`src/rtl/pcm_sample_fifo_if.sv`:
```
// Sample handshake bundle between the I2S receiver, the sample FIFO and the consumer.
// The FIFO takes the slave view; the producer/consumer side takes the master view.
interface pcm_sample_fifo_if #(
  parameter int DW = 16
);
  logic [DW-1:0] in_data;
  logic          in_vld;
  logic          in_rdy;
  logic [DW-1:0] out_data;
  logic          out_vld;
  logic          out_rdy;

  modport slave (
    input  in_data, in_vld, out_rdy,
    output in_rdy, out_data, out_vld
  );

  modport master (
    output in_data, in_vld, out_rdy,
    input  in_rdy, out_data, out_vld
  );
endinterface

```
`src/rtl/pcm_sample_fifo.sv`:
```
// First-word-fall-through PCM sample FIFO. The input is never back-pressured:
// samples arriving while full are dropped and tallied in a saturating counter.
module pcm_sample_fifo #(
  parameter  int DW       = 16,
  parameter  int DEPTH    = 16,
  parameter  int AFULL_TH = 12,
  parameter  int OVF_CW   = 8,
  localparam int AW       = $clog2(DEPTH)
) (
  input  logic              clk,
  input  logic              rst_n,
  pcm_sample_fifo_if.slave  bus,
  input  logic              flush,
  input  logic              clr_ovf,
  output logic [AW:0]       level,
  output logic              almost_full,
  output logic              overflow,
  output logic [OVF_CW-1:0] ovf_cnt
);

  localparam logic [AW:0] AFULL_LVL = (AW+1)'(AFULL_TH);

  logic [DW-1:0] mem [DEPTH];
  logic [AW:0]   wr_ptr_reg;
  logic [AW:0]   rd_ptr_reg;
  logic          in_rdy_reg;
  logic          overflow_reg;
  logic [OVF_CW-1:0] ovf_cnt_reg;

  logic full;
  logic empty;
  logic pop;
  logic push;
  logic drop;

  // The extra pointer MSB distinguishes full from empty when the indices match.
  assign empty = (wr_ptr_reg == rd_ptr_reg);
  assign full  = (wr_ptr_reg[AW-1:0] == rd_ptr_reg[AW-1:0]) &&
                 (wr_ptr_reg[AW] != rd_ptr_reg[AW]);

  assign pop  = ~empty & bus.out_rdy;
  assign push = bus.in_vld & (~full | pop);
  assign drop = bus.in_vld & full & ~pop;

  assign level       = wr_ptr_reg - rd_ptr_reg;
  assign almost_full = (level >= AFULL_LVL);
  assign overflow    = overflow_reg;
  assign ovf_cnt     = ovf_cnt_reg;

  assign bus.in_rdy   = in_rdy_reg;
  assign bus.out_vld  = ~empty;
  assign bus.out_data = mem[rd_ptr_reg[AW-1:0]];

  // Storage has no reset; only the pointers decide what is valid.
  always_ff @(posedge clk) begin
    if (push && !flush) begin
      mem[wr_ptr_reg[AW-1:0]] <= bus.in_data;
    end
  end

  always_ff @(posedge clk or negedge rst_n) begin
    if (!rst_n) begin
      wr_ptr_reg <= '0;
      rd_ptr_reg <= '0;
      in_rdy_reg <= 1'b0;
    end else begin
      in_rdy_reg <= 1'b1;
      if (flush) begin
        wr_ptr_reg <= '0;
        rd_ptr_reg <= '0;
      end else begin
        if (push) wr_ptr_reg <= wr_ptr_reg + 1'b1;
        if (pop)  rd_ptr_reg <= rd_ptr_reg + 1'b1;
      end
    end
  end

  // A clear in the same cycle as a drop wins, so that drop goes unrecorded.
  always_ff @(posedge clk or negedge rst_n) begin
    if (!rst_n) begin
      overflow_reg <= 1'b0;
      ovf_cnt_reg  <= '0;
    end else if (clr_ovf) begin
      overflow_reg <= 1'b0;
      ovf_cnt_reg  <= '0;
    end else if (drop) begin
      overflow_reg <= 1'b1;
      if (!(&ovf_cnt_reg)) ovf_cnt_reg <= ovf_cnt_reg + 1'b1;
    end
  end

endmodule

```
`src/flat_wrapper.sv`:
```
// flat-port wrapper written by rule: the top's interface ports become plain ports
module pcm_sample_fifo_flat 
#(
  parameter  int DW       = 16,
  parameter  int DEPTH    = 16,
  parameter  int AFULL_TH = 12,
  parameter  int OVF_CW   = 8,
  localparam int AW       = $clog2(DEPTH)
)
  (clk, rst_n, flush, clr_ovf, level, almost_full, overflow, ovf_cnt, bus_in_data, bus_in_vld, bus_out_rdy, bus_in_rdy, bus_out_data, bus_out_vld);
  pcm_sample_fifo_if #(.DW(DW)) bus_i ();
  input  logic clk;
  input  logic rst_n;
  input  logic flush;
  input  logic clr_ovf;
  output logic [AW:0] level;
  output logic almost_full;
  output logic overflow;
  output logic [OVF_CW-1:0] ovf_cnt;
  input wire logic [$bits(bus_i.in_data)-1:0] bus_in_data;
  input wire logic [$bits(bus_i.in_vld)-1:0] bus_in_vld;
  input wire logic [$bits(bus_i.out_rdy)-1:0] bus_out_rdy;
  output wire logic [$bits(bus_i.in_rdy)-1:0] bus_in_rdy;
  output wire logic [$bits(bus_i.out_data)-1:0] bus_out_data;
  output wire logic [$bits(bus_i.out_vld)-1:0] bus_out_vld;
  assign bus_i.in_data = bus_in_data;
  assign bus_i.in_vld = bus_in_vld;
  assign bus_i.out_rdy = bus_out_rdy;
  assign bus_in_rdy = bus_i.in_rdy;
  assign bus_out_data = bus_i.out_data;
  assign bus_out_vld = bus_i.out_vld;
  pcm_sample_fifo #(.DW(DW), .DEPTH(DEPTH), .AFULL_TH(AFULL_TH), .OVF_CW(OVF_CW)) u_core (.clk(clk), .rst_n(rst_n), .bus(bus_i), .flush(flush), .clr_ovf(clr_ovf), .level(level), .almost_full(almost_full), .overflow(overflow), .ovf_cnt(ovf_cnt));
endmodule
```
`config.mk`:
```
export PLATFORM = sky130hd
export DESIGN_NAME = pcm_sample_fifo_flat
export DESIGN_NICKNAME = d
export VERILOG_FILES = /design/src/rtl/pcm_sample_fifo_if.sv /design/src/rtl/pcm_sample_fifo.sv /design/src/flat_wrapper.sv
export SDC_FILE = /design/constraint.sdc
export NUM_CORES = 1
export LEC_CHECK = 0
export CAP_MARGIN = 20
export CORE_ASPECT_RATIO = 1.75
export CORE_MARGIN = 3
export CORE_UTILIZATION = 45
export DETAILED_ROUTE_END_ITERATION = 10
export GPL_TIMING_DRIVEN = 0
export SLEW_MARGIN = 20
export SYNTH_ARGS = -nofsm -noshare
export SYNTH_HDL_FRONTEND = slang
export SYNTH_SLANG_ARGS = --single-unit
```
`constraint.sdc`:
```
create_clock -name clk -period 7.3 [get_ports clk]
set_input_delay 2.19 -clock clk [delete_from_list [all_inputs] [get_ports clk]]
set_output_delay 2.19 -clock clk [all_outputs]
set_load 0.01 [all_outputs]
```
==> flow_metrics.env <==
export IMPL_outcome="completed"
export IMPL_nFillCells=1892
export IMPL_cts_buffers=25
export IMPL_clk_pin_slew_ns=0.07
export IMPL_wl_um=23330
export IMPL_final_cell_area_mm2=0.01281
export IMPL_hold_violations=0
export IMPL_placed_area_mm2=0.01202
export IMPL_netlist_top_cell_by_area="edfxtp_1"
export IMPL_rsz0062_at_grt="no"
export IMPL_slowest_stage="clkdlybuf4s50_1"
export IMPL_cts_htree_levels=1
export IMPL_timing_rr_start="u_core.rd_ptr_reg[3]"
export IMPL_drtIter0Drc=312
export IMPL_worstSetupPathType="reg -> out"
export IMPL_gr_total_overflow=0
export IMPL_synth_main_ff_cell="edfxtp_1"
export IMPL_wl_per_cell_um=23.40
export IMPL_rows=75
export IMPL_hp_class="reg -> reg"
export IMPL_switching_share_pct=23.28
export IMPL_die_area_mm2=0.02667
export IMPL_coreArea_mm2=0.02412
export IMPL_rrSetupSlack_ns=3.27
export IMPL_grt_antenna_before_repair=0
export IMPL_skew_ns=0.01094
export IMPL_cts_resized=0
export IMPL_max_slew_margin_pct=34.16
export IMPL_die_x_um=124.7
export IMPL_hold_ws_ns=0.5008
export IMPL_dp_slack_ns=2.063
export IMPL_seq_area_frac_synth_pct=73.74
export IMPL_synth_fp_nets=623
export IMPL_seq_power_share_pct=49.9
export IMPL_crit_top_cell="clkbuf_1"
export IMPL_fp_dieH_um=213.8
export IMPL_viasPerCell=5.631
export IMPL_ys_ff_latch=276
export IMPL_path_cells="clkbuf_1 > inv_1 > clkbuf_1 > ha_1 > o21ai_0 > and3_2 > o221ai_1 > clkdlybuf4s50_1"
export IMPL_ios=55
export IMPL_max_stage_delay_ns=0.57
export IMPL_cts_hold_buffers=0
export IMPL_dp_hpwl_um=15970
export IMPL_cts_buffer_depth=3
export IMPL_p_comb_share_pct=13.8
export IMPL_fin_ws_ns=1.481
export IMPL_synth_area_leaders="edfxtp_1 (69%), mux4_2 (9.7%), dfrtp_1 (4.5%)"
export IMPL_grt_pass1_wl_um=36020
export IMPL_drt_pass1_iter_count=5
export IMPL_maxCapViolations=0
export IMPL_largest_reg_flops=256
export IMPL_numClockSinks=276
export IMPL_r2r_end="u_core.mem[12][11]"
export IMPL_cp_startpoint="u_core.rd_ptr_reg[3]"
export IMPL_drc=0
export IMPL_clk_latency_ns=0.53
export IMPL_cts_tree="done"
export IMPL_io_buffers=53
export IMPL_grt_max_degree=21
export IMPL_postCtsSetupBuffers=0
export IMPL_gp_congestion=0.8719
export IMPL_ir_drop_uv=151.1
export IMPL_cts_root_buffer="clkbuf_16"
export IMPL_fmax_mhz=171.8
export IMPL_cp_max_fo=10
export IMPL_postRouteAntennaNets=0
export IMPL_synth_warnings=0
export IMPL_final_max_slew_viol_count=0
export IMPL_area_growth_syn_to_layout_pct=15.32
export IMPL_synth_cells=590
export IMPL_power_leakage_nw=4.032
export IMPL_netSwitchingPower_mw=0.8155
export IMPL_vias=5614
export IMPL_synth_area_mm2=0.01110
export IMPL_period_share_pct=79.72
export IMPL_rr_worst_depth=8
export IMPL_syn_avg_cell_area_um2=18.82
export IMPL_cp_arrival_ns=3.63
export IMPL_critPathLaunchType="register"
export IMPL_tightest_slew_ns=0.9876
export IMPL_gr_usage_all_layers_pct=17.79
export IMPL_p_int_mw=2.688
export IMPL_synth_edf_count=256
export IMPL_async_reset_ff_share_pct=7.246
export IMPL_power_density_mw_per_mm2=273.6
export IMPL_p_clk_share_pct=36.3
export IMPL_cp_end_kind="output port"
export IMPL_diodes=0
export IMPL_worstSetupEndpoint="almost_full"
export IMPL_report_final_setup_viol=0
export IMPL_tns_ns=0
export IMPL_grt_pass1_vias=6194
export IMPL_required_ns=5.11
export IMPL_finalNetCount=703
export IMPL_layout_min_cycle_time_ns=5.819
export IMPL_synth_top_area_share_pct=69.23
export IMPL_start_util_pct=46.04
export IMPL_yosys_cell_types_count=44
export IMPL_drive_gt1_share_pct=14.95
[layer usage]
layer | share of wire [%] | GRT usage (%)
met1 | 37 | 20.39
met2 | 56 | 34.21
met3 | 3.2 | 2.044
met4 | 2.9 | 6.508
met5 | 0 | 0
[cell families (layout without fill, tap and decap cells)]
| family | after synthesis | after routing | share of synthesized area, % |
|---|---|---|---|
| AOI/OAI and AO/OA | 81 | 81 | 4.575 |
| xor gates and xnor gates | 8 | 8 | 0.6986 |
| adders and majority gates | 11 | 11 | 1.307 |
| buffers and inverters | 45 | 144 | 1.814 |
| DFF | 276 | 276 | 73.74 |
| muxes | 98 | 98 | 14.24 |
| other | 1 | 1 | 0.03377 |
| and+or+nand+nor | 70 | 70 | 3.594 |
[final cells by class]
cell class	instances	area (um^2)	area share, %
flip-flops and latches	276	8188	63.94
multi-input cells	269	2715	21.20
clock buffers	30	644.4	5.032
repair buffers	53	525.5	4.104
well taps	308	385.4	3.009
clock inverters	16	146.4	1.143
plain buffers	30	145.1	1.133
inverters	15	56.30	0.4397
[power groups by stage]
stage / Sequential, mW / Clock, mW / Combinational (mW)
floorplan: 1.78 / 0 / 0.303
global placement: 1.78 / 0 / 0.486
detailed placement: 1.78 / 0 / 0.493
CTS: 1.75 / 1.30 / 0.493
global route: 1.75 / 1.36 / 0.520
finish: 1.75 / 1.27 / 0.483
[worst min path at each step]
stage	startpoint	cells past startpoint	to
final	u_core.overflow	2	u_core.overflow
after floorplan	u_core.overflow	2	u_core.overflow
after detailed placement	u_core.overflow	2	u_core.overflow
after CTS	u_core.overflow	2	u_core.overflow
after global routing	u_core.overflow	2	u_core.overflow
after global placement	u_core.overflow	2	u_core.overflow
[through the flow]
step | std cells | power (mW) | utilization (%)
2_1_floorplan | 590 | 2.083 | -
5_1_grt | 997 | 3.633 | 53.10
4_1_cts | 997 | 3.541 | 53.12
3_3_place_gp | 951 | 2.268 | 49.84
6_report | 997 | 3.504 | 53.10
3_5_place_dp | 951 | 2.276 | 49.84
[worst max-delay path, delay by kind of cell, from the launching register on]
kind	cells	cell delay, ns
compound gates	2	0.35
buf+inv	4	1.66
fa+ha+maj	1	0.48
flops	1	0.35
simple gates	1	0.25
[cells in the mapped netlist, drive strengths merged (2+ instances only)]
| cell type | instances |
|---|---|
| edfxtp | 256 |
| mux2i | 50 |
| mux4 | 48 |
| o21ai | 41 |
| dfrtp | 20 |
| clkbuf | 18 |
| a221oi | 16 |
| inv | 15 |
| and2 | 14 |
| a21oi | 12 |
| buf | 12 |
| nor2 | 11 |
| ha | 10 |
| nand2 | 9 |
| and3 | 7 |
| nand3 | 6 |
| nor2b | 5 |
| o31ai | 5 |
| or4 | 5 |
| xnor2 | 5 |
| and4 | 3 |
| nor3 | 3 |
| or3 | 3 |
| xor2 | 3 |
| nand4 | 2 |
[cells in the final DEF (no fill, tap or decap), types with 4 or more instances in the layout]
cell             instances
edfxtp_1               256
clkdlybuf4s50_1         52
mux2i_1                 50
mux4_2                  48
o21ai_0                 40
clkbuf_16               25
clkbuf_1                23
dfrtp_1                 20
a221oi_1                16
inv_1                   15
and2_1                  14
a21oi_1                 12
nor2_1                  11
ha_1                    10
nand2_1                  9
buf_2                    6
nor2b_1                  5
xnor2_1                  5
buf_4                    5
and3_1                   5
nand3_1                  5
or4_1                    5
clkinv_2                 5
o31ai_1                  4
Note: power is estimated with default switching activity, not from simulation.
==> variant, RTL diff (same flow settings) <==
`DEPTH` is set to 16 in 2 places; all go to 8.
--- a/src/rtl/pcm_sample_fifo.sv
+++ b/src/rtl/pcm_sample_fifo.sv
@@ -3,5 +3,5 @@
 module pcm_sample_fifo #(
   parameter  int DW       = 16,
-  parameter  int DEPTH    = 16,
+  parameter  int DEPTH    = 8,
   parameter  int AFULL_TH = 12,
   parameter  int OVF_CW   = 8,
--- a/src/flat_wrapper.sv
+++ b/src/flat_wrapper.sv
@@ -3,5 +3,5 @@
 #(
   parameter  int DW       = 16,
-  parameter  int DEPTH    = 16,
+  parameter  int DEPTH    = 8,
   parameter  int AFULL_TH = 12,
   parameter  int OVF_CW   = 8,
Ports: changed (resized level); port bits go from 55 to 54. The function was not compared with the original's and may differ.
==> variant against the unedited design <==
Sequential cell count is 130 lower. Utilization grew 5.3 points. Clock power decreased by 29%. Combinational power down 34%. Via count is 42% lower. Worst setup slack better by 150 ps. Synthesized area down 47%. Final area fell by 42%. Register-to-register slack improved by 90 ps. Wire length fell by 48%. Clock skew barely moved. Power shrank 39%.
==> variant: results (changes against the unedited design) <==
metric,value,unit,change
status,"complete, no violations",,unchanged
routed_wl,12.2,mm,was 23.3 mm
synth_nets,375,,was 623
synth_xor_area_frac,0.0118,,was 0.00699
reg2reg_to,u_core.mem[3][14]$_DFFE_PP_,,was u_core.mem[12][11]$_DFFE_PP_
drtIter0Drc,151,,was 312
ir_worst_vdd,221,uV,was 151 uV
rr_startpoint,u_core.rd_ptr_reg[2]$_DFFE_PN0P_,,was u_core.rd_ptr_reg[3]$_DFFE_PN0P_
drive_gt1_frac,0.203,,was 0.149
cp_slowest_cell,buf_1,,was clkdlybuf4s50_1
grt_max_degree,19,,was 21
synth_cell_type_count,40,,was 44
cp.arrival,3480,ps,was 3630 ps
grt_pass1_vias,3518,,was 6194
place.gp.congestion,0.769,,was 0.872
dp_hpwl,8.23,mm,was 16.0 mm
track_usage,0.181,,was 0.178
ys_seq_area_frac,0.724,,was 0.737
synthMuxAreaShare,0.127,,was 0.142
wl_met3,439,um,was 753 um
largest_register_ffs,128,,was 256
numCtsBuffers,17,,was 25
critPathMaxStageDelay,630,ps,was 570 ps
async_reset_ff_frac,0.123,,was 0.0725
synthAdderAreaFrac,0.0160,,was 0.0131
netSwitchingFraction,0.237,,was 0.233
critPathLaunch,u_core.rd_ptr_reg[1]$_DFFE_PN0P_,,was u_core.rd_ptr_reg[3]$_DFFE_PN0P_
[variant: cell count changes after synthesis, moves of 6 or more]
cell and change:
edfxtp_1 -128, mux2i_1 -48, nand2_1 +42, o21ai_0 -36, a221oi_1 -16, mux4_2 -16
and2_1 -14, clkbuf_1 -9, inv_1 -6
[variant: logic make-up after synthesis]
group | count (synthesis)
AO/OA/AOI/OAI | 23
adder cells (fa/ha/maj) | 7
flip-flops | 146
buffers and inverters | 27
other | 1
AND/OR/NAND/NOR | 99
multiplexers | 35
XOR/XNOR | 8
[variant: area by class of cell]
class | count | area, um2
tap | 168 | 210
clock inverter | 15 | 194
timing repair buffer | 61 | 626
inverter | 10 | 37.5
clock buffer | 17 | 425
sequential | 146 | 4290
fill | 1038 | 5290
multi-input combinational | 173 | 1550
buffer | 17 | 72.6
[variant: per-stage QoR]
stage,total power (uW),instance area [um2]
global placement,1270,6660
CTS,2180,7410
floorplan,1130,5930
global route,2230,7410
finish,2150,7410
detailed placement,1270,6790
[variant: power by group through the flow]
stage	clock, uW	sequential (uW)	combinational, uW
after floorplan	0	946	188
after global placement	0	948	318
after detailed placement	0	948	326
after CTS	923	930	329
after global routing	953	931	348
final	903	930	318
[variant: per-layer routing]
metal	global-route usage	up-vias
met5	0	-
met4	0.0545	0
met3	0.0399	17
met2	0.330	75
met1	0.212	1684
li1	-	1502
[variant: worst reg2reg max path, delay by kind of cell, from the launching register on]
family	cells	cell delay (ps)
AND/OR/NAND/NOR	3	1230
adder cells (fa/ha/maj)	1	430
buffers and inverters	4	1440
AO/OA/AOI/OAI	1	210
flip-flops	1	330
